### src/rtl/instruction_fetch.sv
// Fetch stage: owns the PC, drives instruction_mem and registers each fetched
// instruction toward decode over a valid/ready handshake. It supports stalls,
// PC redirects and halting on a dedicated opcode.
module instruction_fetch #(
    parameter int unsigned ADDR_WIDTH = 8,
    parameter int unsigned DATA_WIDTH = 8,
    parameter int unsigned MEM_DEPTH  = 64,
    parameter int unsigned RESET_PC   = 0,
    parameter logic [DATA_WIDTH-1:0] HALT_OPCODE = DATA_WIDTH'(8'hFF)
) (
    input  logic                  clk,
    input  logic                  rst_n,
    output logic [ADDR_WIDTH-1:0] instruction_address,
    input  logic [DATA_WIDTH-1:0] instruction_data,
    output logic                  fetch_valid,
    input  logic                  fetch_ready,
    output logic [DATA_WIDTH-1:0] fetch_instruction,
    output logic [ADDR_WIDTH-1:0] fetch_pc,
    input  logic                  redirect_valid,
    input  logic [ADDR_WIDTH-1:0] redirect_target,
    output logic                  halted
);

    localparam logic [ADDR_WIDTH-1:0] LAST_PC  = ADDR_WIDTH'(MEM_DEPTH - 1);
    localparam logic [ADDR_WIDTH-1:0] START_PC = ADDR_WIDTH'(RESET_PC);

    typedef enum logic {
        RUN  = 1'b0,
        HALT = 1'b1
    } state_e;

    state_e                  state_q, state_d;
    logic [ADDR_WIDTH-1:0]   pc_q, pc_d;
    logic                    valid_q, valid_d;
    logic [DATA_WIDTH-1:0]   instr_q, instr_d;
    logic [ADDR_WIDTH-1:0]   fpc_q, fpc_d;
    logic [ADDR_WIDTH-1:0]   pc_next;
    logic                    load;

    // State and output registers, synchronous active-low reset
    always_ff @(posedge clk) begin
        if (!rst_n) begin
            state_q <= RUN;
            pc_q    <= START_PC;
            valid_q <= 1'b0;
            instr_q <= '0;
            fpc_q   <= '0;
        end else begin
            state_q <= state_d;
            pc_q    <= pc_d;
            valid_q <= valid_d;
            instr_q <= instr_d;
            fpc_q   <= fpc_d;
        end
    end

    // Next-state: redirect beats capture; capture only in RUN when the output slot frees up
    always_comb begin
        state_d = state_q;
        pc_d    = pc_q;
        valid_d = valid_q;
        instr_d = instr_q;
        fpc_d   = fpc_q;

        pc_next = (pc_q == LAST_PC) ? '0 : pc_q + ADDR_WIDTH'(1);
        load    = (state_q == RUN) && (!valid_q || fetch_ready) && !redirect_valid;

        if (redirect_valid) begin
            // Out-of-range targets fall back to address zero
            pc_d    = (redirect_target > LAST_PC) ? '0 : redirect_target;
            valid_d = 1'b0;
            state_d = RUN;
        end else if (load) begin
            instr_d = instruction_data;
            fpc_d   = pc_q;
            valid_d = 1'b1;
            if (instruction_data == HALT_OPCODE) begin
                state_d = HALT;
            end else begin
                pc_d = pc_next;
            end
        end else if ((state_q == HALT) && valid_q && fetch_ready) begin
            // Halt instruction drained by decode; nothing more is captured
            valid_d = 1'b0;
        end
    end

    assign instruction_address = pc_q;
    assign fetch_valid         = valid_q;
    assign fetch_instruction   = instr_q;
    assign fetch_pc            = fpc_q;
    assign halted              = (state_q == HALT);

endmodule

### config.mk
export PLATFORM = sky130hd
export DESIGN_NAME = instruction_fetch
export DESIGN_NICKNAME = d
export VERILOG_FILES = /design/src/rtl/instruction_fetch.sv
export SDC_FILE = /design/constraint.sdc
export NUM_CORES = 1
export LEC_CHECK = 0
export ABC_AREA = 0
export CORE_UTILIZATION = 46
export CTS_CLUSTER_DIAMETER = 200
export DETAILED_ROUTE_END_ITERATION = 10
export PLACE_DENSITY = 0.79
export SETUP_SLACK_MARGIN = 0.5
export SLEW_MARGIN = 25
export SYNTH_ARGS = -nofsm -noshare
export SYNTH_HDL_FRONTEND = slang
export SYNTH_SLANG_ARGS = --single-unit
### constraint.sdc
create_clock -name clk -period 4.03 [get_ports clk]
set_clock_uncertainty 0.15 [all_clocks]
set_input_delay 0.403 -clock clk [delete_from_list [all_inputs] [get_ports clk]]
set_output_delay 0.403 -clock clk [all_outputs]
set_load 0.03 [all_outputs]
Word level (Yosys, flattened, before mapping)

Index checks and enable logic that the tools add are counted.

Bits in registers: 26
Input bits: 20
Output and inout bits: 26
Logic and storage cells: 33

Add/sub/neg operators: 1
Order comparisons: 1
Eq/ne operators: 3
Multiplexer cells: 7
Bitwise operators: 3
Reduce and logical (&&, ||, !) cells: 13

Operator list:

| operator                                                       | count |
|---|---|
| two-way mux 8 bit                                              | 5 |
| adder 8 x 1 -> 8 bit (second input constant)                   | 1 |
| equality test 8 x 6 -> 1 bit (second input constant)           | 1 |
| equality test 8 bit (second input constant)                    | 1 |
| greater-than comparator 8 x 6 -> 1 bit (second input constant) | 1 |
| AND reduction 2 bit                                            | 3 |
| logical AND 1 bit                                              | 4 |
| nonzero test 2 bit                                             | 2 |
| inverter 1 bit                                                 | 3 |
| logical NOT 1 bit                                              | 2 |
| two-way mux 1 bit                                              | 2 |
| inequality test 2 bit (second input constant)                  | 1 |
| OR reduction 2 bit                                             | 1 |
| logical OR 1 bit                                               | 1 |

Logic depth before layout (Yosys ltp)

Gate-level depths: netlist (run 1).

Depth after elaboration: 6
Depth in mapped cells: 6
Mapped depth without buffers: 5

Least setup slack after synthesis (run 1)

OpenSTA, ideal clock, no wires.

Path kind: reg-to-reg
Start: reg pc_q[0] (netlist: instruction_address[0])
End: reg pc_q[5] (netlist: instruction_address[5])
Arrival time: 1.756 ns
Path slack: 1.990 ns
Cell stages (with the launch flop): 6
Path buffers: 0
Period minus slack after synthesis: 2.040 ns
Cell sequence: dfxtp_1 > ha_1 > or3b_2 > a221oi_2 > or2_1 > a211oi_2

Word-level cells in the longest chain between the ends: 5

Ends and longest elaborated chain:

| item                                                                        | RTL line | RTL |
|---|---|---|
| start: declaration                                                          | 33       | `logic [ADDR_WIDTH-1:0] pc_q, pc_d;` |
| start signal: assignment                                                    | 50       | `pc_q <= pc_d;` |
| adder 8 x 1 -> 8 bit / equality test 8 x 6 -> 1 bit (equally long branches) | 65       | `pc_next = (pc_q == LAST_PC) ? '0 : pc_q + ADDR_WIDTH'(1);` |
| two-way mux 8 bit (*)                                                       | 65       |  |
| two-way mux 8 bit (*)                                                       | 77       | `if (instruction_data == HALT_OPCODE) begin` |
| two-way mux 8 bit (*)                                                       | 73       | `end else if (load) begin` |
| two-way mux 8 bit (*)                                                       | 68       | `if (redirect_valid) begin` |

Mark *: on every way between the ends. The rest lies on a longest branch, timed or not. The select of a mux whose other input is x is not followed.
A chain may end at the register's enable or synchronous reset.

Final worst setup path (run 1)

Start: reg pc_q[2] (netlist: instruction_address[2])
End: out instruction_address[2]

RTL lines:

| item             | RTL line | RTL |
|---|---|---|
| end: declaration | 13       | `output logic [ADDR_WIDTH-1:0] instruction_address,` |

No word-level cell between the ends.

==> results.sh, run 1 <==
export IMPL_outcome="finished, final reports clean"
export IMPL_dp_slack_ps=1650
export IMPL_via_per_inst=5.805
export IMPL_synthTopCellsByArea="dfxtp_1 43%, nand2_1 12%, a21oi_1 6.7%, nand4_1 2.6%, nand3_1 2.5%"
export IMPL_cp_num_cells=1
export IMPL_period_needed_ps=2170
export IMPL_grt_pass1_wl_um=4974
export IMPL_cts_tree="built"
export IMPL_drt_pass1_iter_count=4
export IMPL_setup_viol=0
export IMPL_p_int_uw=363.6
export IMPL_ff2ff_path_depth=5
export IMPL_cp_max_fo=11
export IMPL_worst_pin_slew_ps=962.3
export IMPL_postCtsHoldBufs=0
export IMPL_cp_slowest_stage_delay_ps=750
export IMPL_core_area_mm2=0.002477
export IMPL_yosys_area_top_type="dfxtp_1"
export IMPL_drv_cap=0
export IMPL_io_buffers=45
export IMPL_cts_buffers=3
export IMPL_synth_cell_types=40
export IMPL_drtIter0Drc=35
export IMPL_wl_um=3092
export IMPL_die_area_mm2=0.002822
export IMPL_crit_family="buffers and inverters"
export IMPL_power_density_mw_per_mm2=295.3
export IMPL_io_pins=46
export IMPL_setup_ws_ps=1860
export IMPL_gr_total_overflow=0
export IMPL_n_fill_cell=224
export IMPL_worst_ep_required_time_ps=3480
export IMPL_gp_congestion=0.9117
export IMPL_fin_tns_setup_ps=0
export IMPL_final_common_cell="clkdlybuf4s50_1"
export IMPL_relSlewSlack_pct=35.50
export IMPL_cts_setup_buffers=0
export IMPL_synth_net_count=165
export IMPL_clk_pin_slew_ps=130
export IMPL_cts_resized=0
export IMPL_fp_dieH_um=53.13
export IMPL_worstSetupPathType="flip-flop to output port"
export IMPL_die_width_um=53.13
export IMPL_drv_slew=0
export IMPL_syn_avg_cell_area_um2=8.350
export IMPL_yosys_warnings=0
export IMPL_startpoint_type="flip-flop"
export IMPL_cp_slowest_cell="clkdlybuf4s50_1"
export IMPL_synth_top_area_share_pct=43.29
export IMPL_worstPathCellList="clkdlybuf4s50_1"
export IMPL_track_usage_pct=24.06
export IMPL_ant_nets=0
export IMPL_ys_ff_latch=26
export IMPL_combPwrFrac_pct=18.7
export IMPL_max_clock_freq_ghz=0.4609
export IMPL_vias=1248
export IMPL_ys_seq_area_share_pct=43.29
export IMPL_final_cell_mix="45 x clkdlybuf4s50_1, 37 x nand2_1, 26 x dfxtp_1"
export IMPL_drcViolationCount=0
export IMPL_worstPathArrival_ps=1620
export IMPL_clkPwrFrac_pct=25.8
export IMPL_h_tree_depth=1
export IMPL_multi_input_area_um2=621.8
export IMPL_area_growth_pct=39.85
export IMPL_critical_path_buf_inv_count=1
export IMPL_switching_share_pct=26.79
export IMPL_leakagePower_nw=0.5748
export IMPL_start_util_pct=48.54
export IMPL_holdCritPathClass="flip-flop to flip-flop"
export IMPL_first_global_vias=1146
export IMPL_grt_start_max_net_pins=21
export IMPL_clock_sinks=26
export IMPL_power_switching_uw=133.0
export IMPL_rsz0062_at_grt="false"
export IMPL_postSynthCellCount=144
export IMPL_cts_root_buf="clkbuf_4"
export IMPL_insertion_delay_ps=310
export IMPL_grt_antenna_before_repair=0
export IMPL_n_antenna_cell=0
export IMPL_endpoint_kind="output port"
export IMPL_vdd_drop_max_mv=0.1983
export IMPL_layout_drive_gt1_share_pct=7.027
export IMPL_clk_path_buf_depth=2
export IMPL_period_share_pct=53.84
export IMPL_hold_depth=2
export IMPL_dp_hpwl_um=2241
export IMPL_wl_per_cell_um=14.38
export IMPL_nets=207
export IMPL_seqPwrFrac_pct=55.4
export IMPL_seq_area_um2=520.5
export IMPL_finalHoldViolCount=0
export IMPL_rows=18
export IMPL_syn_area_mm2=0.001202
## final timing paths
check | end | start | slack, ps
worst max register to register | instruction_address[7] | instruction_address[1] | 1960
worst min register to register | fetch_instruction[5] | fetch_instruction[5] | 310
worst max-delay path | instruction_address[2] | instruction_address[2] | 1860
worst min-delay path | fetch_instruction[5] | fetch_instruction[5] | 310
## registers in the layout (all words and copies together) (netlist names)
signal               flops
halted                   1
fetch_valid              1
fetch_instruction        8
fetch_pc                 8
instruction_address      8
## per-layer routing
metal	vias up	GRT usage (%)	part of all wire [%]
li1	595	-	-
met4	0	10.53	1.3
met5	-	0	0
met1	584	28.70	43
met2	63	41.35	48
met3	6	4.598	7.5
## cells in the mapped netlist (all sizes together)
| library cell | count |
|---|---|
| o21a | 1 |
| or2 | 1 |
| a31oi | 1 |
| nand2b | 1 |
| nor2 | 2 |
| nor4 | 1 |
| a32oi | 1 |
| nor3 | 2 |
| inv | 4 |
| o21ai | 5 |
| a211oi | 3 |
| nor2b | 2 |
| nand3 | 7 |
| and4 | 1 |
| o311ai | 1 |
| o211ai | 3 |
| or3b | 1 |
| a21oi | 16 |
| nand2 | 37 |
| a221oi | 1 |
| buf | 5 |
| clkbuf | 3 |
| a2bb2oi | 3 |
| a21boi | 1 |
| nand4 | 5 |
| dfxtp | 26 |
| or4 | 4 |
| ha | 1 |
| o22ai | 1 |
| and3 | 1 |
| nor3b | 3 |
## power by group through the flow
stage	logic, mW	registers, mW	clock network [mW]
after floorplan	0.0327	0.296	0
after global placement	0.0908	0.280	0
after detailed placement	0.0927	0.281	0
after CTS	0.0932	0.275	0.133
after global routing	0.100	0.277	0.147
final	0.0931	0.275	0.128
## kinds of logic (layout without fill, tap and decap cells)
logic type      after synthesis  in the layout  synth area share, %
fa+ha+maj                     1              1                1.040
compound gates               37             37                20.81
buf+inv                      12             53                4.994
simple gates                 68             68                29.87
flops                        26             26                43.29
## through the flow
stage	hold WS, ps	area [um2]	power (mW)	std cells	util (%)
after global placement	293.2	1645	0.3712	211	66.41
after CTS	315.0	1682	0.5018	215	67.88
after detailed placement	296.9	1645	0.3736	211	66.41
after floorplan	389.0	1202	0.3283	144	-
after global routing	333.8	1682	0.5234	215	67.88
final	312.9	1682	0.4966	215	67.88
## cell type report
type / instances / area share, %
clock buffer: 4 / 2.158
inverter: 4 / 0.8929
multi-input combinational: 106 / 36.98
sequential: 26 / 30.95
tap: 30 / 2.232
timing repair buffer: 45 / 26.79
Note: power is estimated with default switching activity, not from simulation.
==> inputs of run 2 (changes only) <==
- CORE_UTILIZATION: 46 -> 43
- PLACE_DENSITY: 0.79 -> 0.75
- clock period: 4.03 -> 2.1 ns (I/O delays scaled with it)
==> results.sh, run 2 (same netlist as run 1, synthesis figures left out) <==
export IMPL_clk_pin_slew_ps=140
export IMPL_cts_tree="built"
export IMPL_max_clock_freq_ghz=0.6230
export IMPL_grt_antenna_before_repair=0
export IMPL_io_buffers=45
export IMPL_gp_congestion=0.9238
export IMPL_outcome="finished, final reports clean"
export IMPL_relSlewSlack_pct=54.79
export IMPL_n_antenna_cell=0
export IMPL_hold_depth=3
export IMPL_layout_drive_gt1_share_pct=19.70
export IMPL_endpoint_kind="flip-flop"
export IMPL_via_per_inst=5.706
export IMPL_power_density_mw_per_mm2=556.9
export IMPL_wl_um=3282
export IMPL_critical_path_buf_inv_count=2
export IMPL_h_tree_depth=1
export IMPL_drv_slew=0
export IMPL_finalHoldViolCount=0
export IMPL_worst_pin_slew_ps=677.4
export IMPL_cp_max_fo=7
export IMPL_fin_tns_setup_ps=0
export IMPL_gr_total_overflow=0
export IMPL_first_global_vias=1067
export IMPL_place_inst=217
export IMPL_cts_root_buf="clkbuf_4"
export IMPL_track_usage_pct=22.23
export IMPL_cts_buffers=3
export IMPL_cp_slowest_cell="clkdlybuf4s50_1"
export IMPL_nets=220
export IMPL_rsz0062_at_grt="true"
export IMPL_drtIter0Drc=22
export IMPL_period_share_pct=76.43
export IMPL_grt_start_max_net_pins=21
export IMPL_drcViolationCount=0
export IMPL_crit_family="compound AO/OA/AOI/OAI gates"
export IMPL_postLayoutCellArea_mm2=0.001828
export IMPL_worstPathArrival_ps=1700
export IMPL_clock_sinks=26
export IMPL_instances_no_fill=228
export IMPL_rows=18
export IMPL_ant_nets=0
export IMPL_area_growth_pct=52.03
export IMPL_whs_ps=147.4
export IMPL_fp_dieH_um=54.88
export IMPL_ff2ff_path_depth=5
export IMPL_postCtsHoldBufs=0
export IMPL_io_pins=46
export IMPL_placed_area_mm2=0.001715
export IMPL_worst_ep_required_time_ps=2200
export IMPL_drv_cap=0
export IMPL_setup_viol=0
export IMPL_cp_num_cells=6
export IMPL_grt_pass1_wl_um=4629
export IMPL_die_area_mm2=0.003012
export IMPL_vdd_drop_max_mv=0.4770
export IMPL_final_common_cell="nand2_1"
export IMPL_cp_slowest_stage_delay_ps=490
export IMPL_die_width_um=54.88
export IMPL_drt_pass1_iter_count=4
export IMPL_insertion_delay_ps=320
export IMPL_start_util_pct=46.83
export IMPL_worstSetupPathType="input pin to flip-flop"
export IMPL_final_cell_mix="37 x nand2_1, 22 x dlygate4sd2_1, 20 x dfxtp_1"
export IMPL_total_power_mw=1.018
export IMPL_core_area_mm2=0.002567
export IMPL_dp_hpwl_um=2222
export IMPL_startpoint_type="input pin"
export IMPL_vias=1301
export IMPL_wl_per_cell_um=14.39
export IMPL_period_needed_ps=1605
export IMPL_worstPathCellList="clkdlybuf4s50_1, nand4_1, buf_4, o211ai_4, o21ai_0, a211oi_2"
export IMPL_leakagePower_nw=0.7671
export IMPL_holdCritPathClass="input pin to flip-flop"
export IMPL_clk_path_buf_depth=2
-- run 2: changes by cell type in the layout (fill, tap and decap cells not counted), moves of 4 or more --
cell / change
dfxtp_4: +4
clkdlybuf4s50_1: -27
buf_4: +10
dfxtp_1: -6
dlygate4sd2_1: +22
clkbuf_2: +4
-- run 2: power breakdown --
part           switching (mW)  internal (mW)
Sequential             0.0149          0.509
Clock                   0.148          0.146
Combinational           0.108         0.0924
-- run 2: area by class of cell --
type | instances | area, um2
Timing Repair Buffer | 57 | 520.5
Fill cell | 224 | 739.5
Tap cell | 30 | 37.54
Clock buffer | 4 | 47.55
Inverter | 4 | 15.01
Multi-Input combinational cell | 107 | 669.4
Sequential cell | 26 | 538.0
-- run 2: tightest hold or removal path: stages --
cell            delay (ps)
dlymetal6s2s_1         190
nor2b_4                100
o21a_1                 100
-- run 2: final timing paths --
kind | end | start | slack, ps
setup reg to reg | instruction_address[5] | instruction_address[0] | 500
hold / removal | halted | redirect_valid | 150
setup / recovery | instruction_address[5] | instruction_data[7] | 490
hold reg to reg | fetch_instruction[4] | fetch_instruction[4] | 310
-- run 2: repair_timing --
item | in CTS | in global routing
setup endpoints to repair | 32 | 13
gates resized for setup | 29 | 16
buffers inserted | 3 | 3
pin swaps | 6 | 4
cloned | 1 | 0
-- run 2: stage by stage --
step           setup WS (ps)  utilization, %
3_3_place_gp           95.91           66.81
4_1_cts                492.7           70.18
6_report               494.9           71.20
5_1_grt                464.3           71.20
3_5_place_dp           39.90           66.81
2_1_floorplan          465.0               -
-- run 2: metal layers --
metal  track usage (%)  vias to the layer above  wire (um)
met3             3.611                        7        238
met2             39.96                       57       1599
met5                 0                        -          0
met4             8.547                        0         48
li1                  -                      630          -
met1             25.79                      607       1396
==> inputs of run 3 (changes only) <==
- clock period: 2.1 -> 1.6 ns (I/O delays scaled with it)
==> results.sh, run 3 (same netlist as run 1, synthesis figures left out) <==
export IMPL_drv_cap=0
export IMPL_holdCritPathClass="input pin to flip-flop"
export IMPL_first_global_vias=1314
export IMPL_outcome="finished, violations left"
export IMPL_cp_slowest_stage_delay_ps=410
export IMPL_wl_um=5420
export IMPL_worst_pin_slew_ps=336.8
export IMPL_leakagePower_nw=0.9688
export IMPL_max_clock_freq_ghz=0.5972
export IMPL_die_width_um=54.88
export IMPL_fin_util_pct=89.67
export IMPL_clk_pin_slew_ps=160
export IMPL_clock_sinks=26
export IMPL_drcViolationCount=0
export IMPL_n_fill_cell=106
export IMPL_worstSetupPathType="flip-flop to flip-flop"
export IMPL_period_share_pct=104.7
export IMPL_setup_ws_ps=-74.51
export IMPL_total_power_mw=1.465
export IMPL_setup_viol=1
export IMPL_rsz0062_at_grt="true"
export IMPL_vdd_drop_max_mv=0.6793
export IMPL_wl_per_cell_um=21.85
export IMPL_worstPathArrival_ps=1760
export IMPL_core_area_mm2=0.002567
export IMPL_period_needed_ps=1675
export IMPL_drt_pass1_iter_count=4
export IMPL_grt_antenna_before_repair=0
export IMPL_track_usage_pct=29.84
export IMPL_grt_pass1_wl_um=6154
export IMPL_io_pins=46
export IMPL_fin_tns_setup_ps=-74.51
export IMPL_via_per_inst=6.266
export IMPL_place_inst=229
export IMPL_gr_total_overflow=0
export IMPL_io_buffers=45
export IMPL_dp_hpwl_um=2645
export IMPL_finalHoldViolCount=0
export IMPL_nets=240
export IMPL_cp_max_fo=8
export IMPL_clk_path_buf_depth=2
export IMPL_drtIter0Drc=103
export IMPL_worst_ep_required_time_ps=1690
export IMPL_die_area_mm2=0.003012
export IMPL_vias=1554
export IMPL_insertion_delay_ps=340
export IMPL_ant_nets=0
export IMPL_dp_slack_ps=-321.2
export IMPL_postCtsHoldBufs=0
export IMPL_startpoint_type="flip-flop"
export IMPL_layout_drive_gt1_share_pct=64.22
export IMPL_n_antenna_cell=0
export IMPL_start_util_pct=46.83
export IMPL_gp_congestion=0.8987
export IMPL_grt_start_max_net_pins=17
export IMPL_violations="setup timing"
export IMPL_cp_slowest_cell="or4_1"
export IMPL_final_common_cell="buf_6"
export IMPL_area_growth_pct=91.47
export IMPL_fp_dieH_um=54.88
export IMPL_cts_tree="built"
export IMPL_rows=18
export IMPL_endpoint_kind="flip-flop"
export IMPL_seq_area_um2=578.1
export IMPL_relSlewSlack_pct=77.48
export IMPL_worstPathCellList="buf_4, nand3_1, or4_1, a2bb2oi_1, o22ai_1"
export IMPL_power_density_mw_per_mm2=636.5
export IMPL_drv_slew=0
export IMPL_final_cell_mix="38 x buf_6, 21 x nand2_1, 21 x buf_4"
export IMPL_cts_root_buf="clkbuf_4"
export IMPL_multi_input_area_um2=854.6
export IMPL_instances_no_fill=248
export IMPL_h_tree_depth=1
export IMPL_cts_buffers=3
-- run 3: cell types whose count changed in the layout (fill, tap and decap cells not counted), moves of 13 or more --
cell / delta
a21oi_1: -16
a21oi_2: +16
buf_6: +38
dfxtp_1: -20
dfxtp_2: +14
dlygate4sd2_1: -13
nand2_1: -16
-- run 3: worst paths after layout --
kind	startpoint	end	slack, ps	cells past startpoint
setup / recovery	instruction_address[0]	instruction_address[3]	-70	5
hold / removal	instruction_data[1]	fetch_instruction[1]	50	3
setup reg to reg	instruction_address[0]	instruction_address[3]	-70	5
hold reg to reg	fetch_pc[2]	fetch_pc[2]	340	2
-- run 3: power breakdown --
part,internal [mW],switching [mW],leakage (nW)
Sequential,0.662,0.0218,0.226
Combinational,0.169,0.204,0.716
Clock,0.191,0.218,0.0261
Total,1.02,0.443,0.969
-- run 3: critical path, delay by kind of cell (launching register included) --
| kind | cells | cell delay, ps |
|---|---|---|
| AND/OR/NAND/NOR | 2 | 520 |
| flip-flops | 1 | 380 |
| AO/OA/AOI/OAI | 2 | 350 |
| buffers and inverters | 1 | 170 |
-- run 3: layout make-up --
type                            count  area share (%)
Clock buffer                        4           2.065
Inverter                            4          0.7609
Multi-Input combinational cell    106           37.12
Sequential cell                    26           25.11
Tap cell                           30           1.630
Timing Repair Buffer               78           33.32
-- run 3: routing by layer --
metal	vias to the layer above	part of all wire, %	track usage, %	wire length [um]
li1	666	-	-	-
met3	24	8.6	5.278	464
met1	759	37	35.23	2016
met5	-	0	0	0
met4	0	3.7	17.52	202
met2	105	50	49.80	2736
-- run 3: timing repair --
item	CTS	global route
gates resized for setup	222	59
setup endpoints to repair	51	52
gates cloned	0	0
pin swaps	19	21
setup buffers	13	2
endpoints found under the hold margin	0	0
-- run 3: through the flow --
stage	hold WS [ps]	area [um2]
finish	47.82	2302
global route	40.26	2302
CTS	23.24	2081
detailed placement	297.3	1854
global placement	291.8	1854
floorplan	143.9	1296
